File: src/rtl/dmem_arbiter.sv
// Round-robin arbiter serialising per-core load/store requests onto the single-port data memory.
// Optional bus locking for atomic sequences is enabled with `define DMEM_ARB_LOCK_EN.
module dmem_arbiter #(
    parameter int CORES  = 4,
    parameter int ADDR_W = 10,
    parameter int DATA_W = 32
) (
    input  logic                      clk,
    input  logic                      reset,
    input  logic [CORES-1:0]          req,
    input  logic [CORES-1:0]          we,
    input  logic [CORES*ADDR_W-1:0]   addr,
    input  logic [CORES*DATA_W-1:0]   wdata,
    input  logic [CORES-1:0]          lock,
    output logic [CORES-1:0]          gnt,
    output logic [CORES-1:0]          rvalid,
    output logic [DATA_W-1:0]         rdata,
    output logic                      mem_we,
    output logic [ADDR_W-1:0]         mem_addr,
    output logic [DATA_W-1:0]         mem_wdata,
    input  logic [DATA_W-1:0]         mem_rdata
);

    localparam int PTR_W = (CORES > 1) ? $clog2(CORES) : 1;

    logic [PTR_W-1:0]  ptr;
    logic [PTR_W-1:0]  ptr_nxt;
    logic [PTR_W-1:0]  gidx;
    logic [PTR_W-1:0]  idx_v;
    logic              any_gnt;
    logic [CORES-1:0]  elig;
    logic [CORES-1:0]  gnt_c;
    logic [CORES-1:0]  rvalid_p1;
    logic [DATA_W-1:0] rdata_p1;

`ifdef DMEM_ARB_LOCK_EN
    logic             owner_vld;
    logic [PTR_W-1:0] owner_idx;

    // While a core owns the bus, every other request is masked off.
    always_comb begin
        elig = '0;
        for (int i = 0; i < CORES; i++) begin
            elig[i] = req[i] && (!owner_vld || owner_idx == PTR_W'(i));
        end
    end

    always_ff @(posedge clk) begin
        if (reset) begin
            owner_vld <= 1'b0;
            owner_idx <= '0;
        end else if (owner_vld) begin
            if (!lock[owner_idx]) owner_vld <= 1'b0;
        end else if (any_gnt && lock[gidx]) begin
            owner_vld <= 1'b1;
            owner_idx <= gidx;
        end
    end
`else
    logic unused_lock;
    assign unused_lock = ^lock;

    always_comb begin
        elig = req;
    end
`endif

    // Search from ptr upward with wrap-around; first eligible core wins.
    always_comb begin
        int idx;
        gnt_c   = '0;
        gidx    = '0;
        idx_v   = '0;
        any_gnt = 1'b0;
        for (int k = 0; k < CORES; k++) begin
            idx = int'(ptr) + k;
            if (idx >= CORES) idx = idx - CORES;
            idx_v = PTR_W'(idx);
            if (!any_gnt && !reset && elig[idx_v]) begin
                any_gnt = 1'b1;
                gidx    = idx_v;
            end
        end
        if (any_gnt) gnt_c[gidx] = 1'b1;
    end

    always_comb begin
        mem_addr  = addr[0 +: ADDR_W];
        mem_wdata = wdata[0 +: DATA_W];
        mem_we    = 1'b0;
        if (any_gnt) begin
            mem_addr  = addr[gidx*ADDR_W +: ADDR_W];
            mem_wdata = wdata[gidx*DATA_W +: DATA_W];
            mem_we    = we[gidx];
        end
    end

    always_comb begin
        if (gidx == PTR_W'(CORES-1)) ptr_nxt = '0;
        else                         ptr_nxt = gidx + 1'b1;
    end

    // Stage p1: registered load return, one cycle after the load grant.
    always_ff @(posedge clk) begin
        if (reset) begin
            ptr       <= '0;
            rvalid_p1 <= '0;
            rdata_p1  <= '0;
        end else begin
            if (any_gnt) ptr <= ptr_nxt;
            rvalid_p1 <= mem_we ? '0 : gnt_c;
            if (any_gnt && !mem_we) rdata_p1 <= mem_rdata;
        end
    end

    assign gnt    = gnt_c;
    assign rvalid = rvalid_p1;
    assign rdata  = rdata_p1;

endmodule

File: config.mk
export PLATFORM = sky130hd
export DESIGN_NAME = dmem_arbiter
export DESIGN_NICKNAME = d
export VERILOG_FILES = /design/src/rtl/dmem_arbiter.sv
export SDC_FILE = /design/constraint.sdc
export NUM_CORES = 1
export LEC_CHECK = 0
export CAP_MARGIN = 10
export CORE_AREA = 2 2 117 119
export DETAILED_ROUTE_END_ITERATION = 6
export DIE_AREA = 0 0 119 121
export PLACE_DENSITY = 0.7
export SLEW_MARGIN = 20
export SYNTH_ARGS = -nofsm -noshare
export SYNTH_HDL_FRONTEND = slang
export SYNTH_SLANG_ARGS = --single-unit
export TNS_END_PERCENT = 100
File: constraint.sdc
create_clock -name clk -period 7.9 [get_ports clk]
set_clock_uncertainty 0.05 [all_clocks]
set_input_delay 1.975 -clock clk [delete_from_list [all_inputs] [get_ports clk]]
set_output_delay 1.975 -clock clk [all_outputs]
set_load 0.01 [all_outputs]
# After elaboration in Yosys (flattened, before gate mapping)
# Cells that the tools add are included.
# classes
reduce_logical	15
muxes	29
n_lt_le_gt_ge	10
multipliers	1
eq_ne	1
n_shift	2
n_addsub	8
# op_table
cell	count
128-bit by 8-bit variable part select with 32-bit output	1
40-bit by 7-bit variable part select with 10-bit output	1
32-bit two-way mux	1
2-bit two-way mux	9
2-bit by 3-bit less-than comparator with 1-bit output, second input constant	5
1-bit two-way mux	11
1-bit binary-select mux with 2-bit select	5
10-bit two-way mux	1
3-bit >= comparator, second input constant	3
1-bit logical AND	9
2-bit by 1-bit subtractor with 2-bit output, second input constant	4
2-bit by 2-bit adder with 3-bit output, second input constant	2
1-bit zero test	5
2-bit by 3-bit multiplier with 5-bit output, second input constant	1
4-bit two-way mux	1
2-bit by 1-bit adder with 3-bit output, second input constant	1
2-bit by 3-bit >= comparator with 1-bit output, second input constant	1
2-bit by 1-bit adder with 2-bit output, second input constant	1
1-bit demux with 2-bit select	1
2-bit == test, second input constant	1
2-bit by 1-bit >= comparator with 1-bit output, second input constant	1
2-bit OR reduction	1
# word_totals
output_inout_bits	83
reg_bits	38
word_cells	69

# Longest topological paths before layout
# logic_depth
depth_word	23
mapped_depth	12

# Worst setup path before layout
# No wires, ideal clock.
# synth_timing
kind	input to output
start	in req[2]
end	out mem_addr[2]
stages	11
required_ns	5.875
arrival_ns	3.796
path_slack_ns	2.079
path_cell_list	buf_2 > nor2_1 > a2111o_1 > a211oi_2 > a211o_1 > buf_6 > buf_2 > buf_2 > nand2_1 > and3_1 > a31oi_1
# synth_between
elab_chain_cells	19
word_cells_on_any_way	29
classes_between	mul (1); shift (1); mux (17); reduce/logical (10)
# synth_rtl
element	line_no	rtl
from (decl)	10	input logic [CORES-1:0] req,
1-bit binary-select mux with 2-bit select	79	if (!any_gnt && !reset && elig[idx_v]) begin
1-bit two-way mux (implied by the code)	79	
1-bit logical AND	79	
1-bit two-way mux	79	
1-bit zero test	79	
1-bit logical AND (2 in a row)	79	
1-bit two-way mux	79	
1-bit zero test	79	
1-bit logical AND (2 in a row)	79	
1-bit two-way mux	79	
1-bit zero test	79	
1-bit logical AND (2 in a row)	79	
2-bit two-way mux	79	
2-bit by 3-bit multiplier with 5-bit output	92	mem_addr = addr[gidx*ADDR_W +: ADDR_W];
40-bit by 7-bit variable part select with 10-bit output	92	
10-bit two-way mux *	91	if (any_gnt) begin
to (decl)	19	output logic [ADDR_W-1:0] mem_addr,
# Mark *: on every way between the ends. The rest lies on a longest branch, timed or not. The select of a mux whose other input is x is not followed.

# Worst setup path in the final report
# layout_timing
start	in req[2]
end	out mem_wdata[14]
# layout_between
elab_chain_cells	18
word_cells_on_any_way	28
classes_between	shift (1); mux (17); reduce/logical (10)
# layout_rtl
element	line_no	rtl
1-bit binary-select mux with 2-bit select	79	
1-bit two-way mux (implied by the code)	79	
1-bit logical AND	79	
1-bit two-way mux	79	
1-bit zero test	79	
1-bit logical AND (2 in a row)	79	
1-bit two-way mux	79	
1-bit zero test	79	
1-bit logical AND (2 in a row)	79	
1-bit two-way mux	79	
1-bit zero test	79	
1-bit logical AND (2 in a row)	79	
2-bit two-way mux	79	
128-bit by 8-bit variable part select with 32-bit output	93	mem_wdata = wdata[gidx*DATA_W +: DATA_W];
32-bit two-way mux *	91	
to (decl)	20	output logic [DATA_W-1:0] mem_wdata,
# Marks and branches as above.

==> results <==
- The register bit count reported by yosys is 38.
- The type of the worst setup path is in2out.
- The cell-internal power is 664.5 uW.
- The final standard cell area without fillers is 6289 sq um.
- The post-detailed-placement half-perimeter wirelength is 10690 microns.
- The worst hold path passes through 2 cells.
- Measured on the finished design, the core utilization comes to 48.06%.
- Setup repair after global routing left no endpoint under its margin.
- Clock-pin slew was measured on the worst setup and hold paths at 60 ps.
- At the placement stage, the worst setup path has a slack of 695.1 ps.
- The horizontal extent of the die is 119 microns.
- Net switching is 31.07% of the power.
- The worst path uses 90.75% of the clock period.
- The flow ran to the end, and the final reports show no timing, DRC or antenna violations.
- The floorplan step defined a die boundary enclosing 14400 sq um.
- The layout net count is 974.
- Dividing total power by cell area gives a power density of 153.3 nW/um^2.
- The number of gates given a new drive strength after cts is 0.
- The number of clock buffers added by TritonCTS is 5.
- The library cell used as clock root buffer is sky130_fd_sc_hd__clkbuf_16.
- The starting density of the core is 24.08%.
- 297 I/O pins were placed.
- After filler insertion, the fill cell instance count of the layout stands at 1318.
- The worst-case clock buffer depth is 2.
- The floorplan has 42 rows.
- By area the synthesized netlist is led by sky130_fd_sc_hd__dfxtp_1, sky130_fd_sc_hd__nand2_1, sky130_fd_sc_hd__a31oi_1, sky130_fd_sc_hd__and3_1, sky130_fd_sc_hd__a21oi_1.
- The first-pass iteration count of the detailed router is 4.
- The data arrival time of the worst path is 5140 ps.
- Of all nets on the critical path, the largest fanout is 87.
- Once the clock tree was built, the setup fixing pass inserted 0 buffers.
- Of all cell types, the one taking the most synthesized area is sky130_fd_sc_hd__dfxtp_1.
- The combinational fraction of design power is 49.7%.
- Counting every instance in the synthesized netlist gives 498.
- The tightest min-delay check is of the reg2reg type.
- Clock tree synthesis found a total of 38 sinks.
- The upper clock frequency limit is 0.1395 GHz.
- STA puts the critical path data required time at 5880 ps.
- The weighted congestion reported at the end of routability-driven placement is 0.8242.
- TritonCTS built the clock tree.
- The register share of total power is 22.8%.
- In the post-route analysis, the smallest setup slack over all paths is 730.5 ps.
- In this run the power spent charging and discharging nets is 299.6 uW.
- The post-synthesis to final-layout area growth is 99.60%.
- The max-capacitance violation count is 0.
- The H-tree generated during clock tree synthesis spans 2 levels.
- The final number of hold-violating endpoints is 0.
- The max-slew violation count is 0.
- The pin count of the biggest net entering global routing is 91.
- The global-route wire length before repair is 22460 microns.
- The number of nets produced by synthesis is 716.
- Counting flops with an async set or reset pin after synthesis yields a share of 0%.
- At the pin with the least slew margin, the transition time is 971.2 ps.
- In this run, post-CTS hold repair placed 0 buffers.
- After detailed routing, the number of remaining DRC violations is 0.
- The part of the Yosys area used for sequential elements is 24.15%.
- The post-synthesis instance area is 3151 sq um.
- The total cell area at the placement stage is 6085 sq um.
- The synthesized design contains 0 enable-type register cells.
- After the first detailed-routing iteration, the DRC count stood at 228.
- The sort of element at the start of the critical path is a primary input.
- The chip height is 121 microns.
- The kind of end point of the critical path is an output pin.
- Summed over all cells, the static leakage comes to 2.440 nW.
- The worst-case vdd ir drop is 83.65 uV.
- For this block, the via count after detailed routing is 4419.
- For the worst-skew pair, the clock arrives at the later sink with an insertion delay of 280 ps.
- Measured against its own limit, the worst slew margin works out to 33.87%.
- The synthesized netlist contains 39 unique library cells.
- Setup violations remaining at the end of the flow were counted as 0.
- The area of the core is 13090 sq um.
- The count of buffers inserted at the top-level ports is 292.
- The clock share of power is 27.5%.
- The setup TNS is 0 ps.
- The initial antenna violation count came to 2.
- The post-detailed-routing wire length is 14440 microns.
- The antenna violation net count after detailed routing is 0.
- A synthesized cell averages 6.326 sq um.
- Among all flip-flop cells after synthesis, the most frequent one is sky130_fd_sc_hd__dfxtp_1.
- Global routing finished with a remaining overflow of 0.
- The via count of the first global-routing pass is 4307.
- In the routed layout, each cell is associated on average with a via count of 4.726.
- The total number of yosys warnings is 0.
- The average wire per standard cell is 15.44 microns.
- On the final layout, the worst hold slack is 415.1 ps.
- The minimum clock period is 7170 ps.
- Global routing used 19.20% of the available tracks across all layers.
- In the final layout, the share of cells above drive strength 1 is 3.303%.
- The top cell type's share of synthesized area is 24.15%.
- The number of cells on the worst reg-to-reg path is 7.
metal layers:
| layer | routed length [microns] | vias to the layer above | global-route usage, % |
|---|---|---|---|
| met2 | 6753 | 193 | 32.58 |
| met1 | 5854 | 1957 | 22.52 |
| met3 | 1464 | 23 | 7.096 |
| met4 | 365 | 0 | 5.952 |
| li1 | - | 2246 | - |
| met5 | 0 | - | 0 |
placed cells by master, fill, tap and decap left out, types with 2 or more instances in the layout:
cell                              synthesis  routed
sky130_fd_sc_hd__buf_4                    8       4
sky130_fd_sc_hd__nand3_1                 32      32
sky130_fd_sc_hd__diode_2                  0       2
sky130_fd_sc_hd__bufinv_16                0       2
sky130_fd_sc_hd__inv_2                    2       2
sky130_fd_sc_hd__nand2b_1                 4       4
sky130_fd_sc_hd__dfxtp_1                 38      38
sky130_fd_sc_hd__a21oi_1                 36      36
sky130_fd_sc_hd__nor3_1                   7       7
sky130_fd_sc_hd__mux2_4                   2       2
sky130_fd_sc_hd__or3_1                    2       2
sky130_fd_sc_hd__a211oi_1                 5       5
sky130_fd_sc_hd__clkdlybuf4s50_1          0     292
sky130_fd_sc_hd__and3_1                  42      42
sky130_fd_sc_hd__o21ai_0                  3       3
sky130_fd_sc_hd__ha_1                     4       4
sky130_fd_sc_hd__nor2_1                   6       6
sky130_fd_sc_hd__and2_1                   8       8
sky130_fd_sc_hd__o21ai_1                 30      30
sky130_fd_sc_hd__nand2_1                171     171
sky130_fd_sc_hd__a31oi_1                 42      42
sky130_fd_sc_hd__clkbuf_16                0       5
sky130_fd_sc_hd__mux2i_4                  2       2
kinds of logic (layout without fill, tap and decap cells):
family,count (synthesis),in the layout,synth area share [%]
DFF,38,38,24.15
other,0,2,0
muxes,5,5,2.740
and+or+nand+nor,277,277,39.60
adders and majority gates,4,4,1.589
buffers and inverters,50,309,9.134
AOI/OAI and AO/OA,124,124,22.80
path summary, 6_finish.rpt:
kind	start	end	slack (ps)
worst min-delay path	rdata[12]$_SDFFE_PP0P_	rdata[12]$_SDFFE_PP0P_	420
worst min register to register	rdata[12]$_SDFFE_PP0P_	rdata[12]$_SDFFE_PP0P_	420
worst max register to register	ptr[0]$_SDFFE_PP0N_	rdata[31]$_SDFFE_PP0P_	4530
worst max-delay path	req[2]	mem_wdata[14]	730
power by group through the flow:
stage | logic, mW | clock network, mW | registers, mW
after detailed placement | 0.478 | 0 | 0.224
final | 0.479 | 0.265 | 0.220
after global placement | 0.480 | 0 | 0.223
after global routing | 0.523 | 0.280 | 0.222
after CTS | 0.482 | 0.269 | 0.220
after floorplan | 0.220 | 0 | 0.229
stage by stage:
step / std cells / power (mW)
final: 935 / 0.9641
after floorplan: 498 / 0.4482
after detailed placement: 925 / 0.7017
after CTS: 933 / 0.9712
after global routing: 933 / 1.024
after global placement: 925 / 0.7023
layout make-up:
type                    instances  area (sq um)  share of cell area (%)
diodes                          2         5.005                 0.07959
clock inverters                 2         60.06                  0.9550
repair buffers                297          2973                   47.27
inverters                       4         22.52                  0.3581
well taps                     176         220.2                   3.502
multi-input cells             410          2108                   33.53
clock buffers                   6         138.9                   2.209
flip-flops and latches         38         760.7                   12.10
worst max-delay path, stage by stage:
cell and delay [ps]:
sky130_fd_sc_hd__clkdlybuf4s50_1 650, sky130_fd_sc_hd__nor2b_1 160, sky130_fd_sc_hd__o21ai_0 80, sky130_fd_sc_hd__a2111oi_0 540, sky130_fd_sc_hd__a211o_2 270, sky130_fd_sc_hd__buf_12 320, sky130_fd_sc_hd__nand2_1 90, sky130_fd_sc_hd__and3_1 180
sky130_fd_sc_hd__a31oi_1 210, sky130_fd_sc_hd__clkdlybuf4s50_1 590
synth_stat cells, drive strengths merged (2+ instances only):
library cell and count:
a31oi 42, nand3 32, a21oi 36, nor2 7, clkbuf 14, mux2i 2
or3 2, inv 4, nor3 7, buf 32, nand2b 4, and3 42
dfxtp 38, o21ai 34, nand2 171, a211oi 6, mux2 3, ha 4
and2 8
registers in the layout (all words and copies together), names as in the netlist:
register / cells
ptr: 2
rdata: 32
rvalid: 4
No activity file was read; power rests on OpenSTA's default activity.
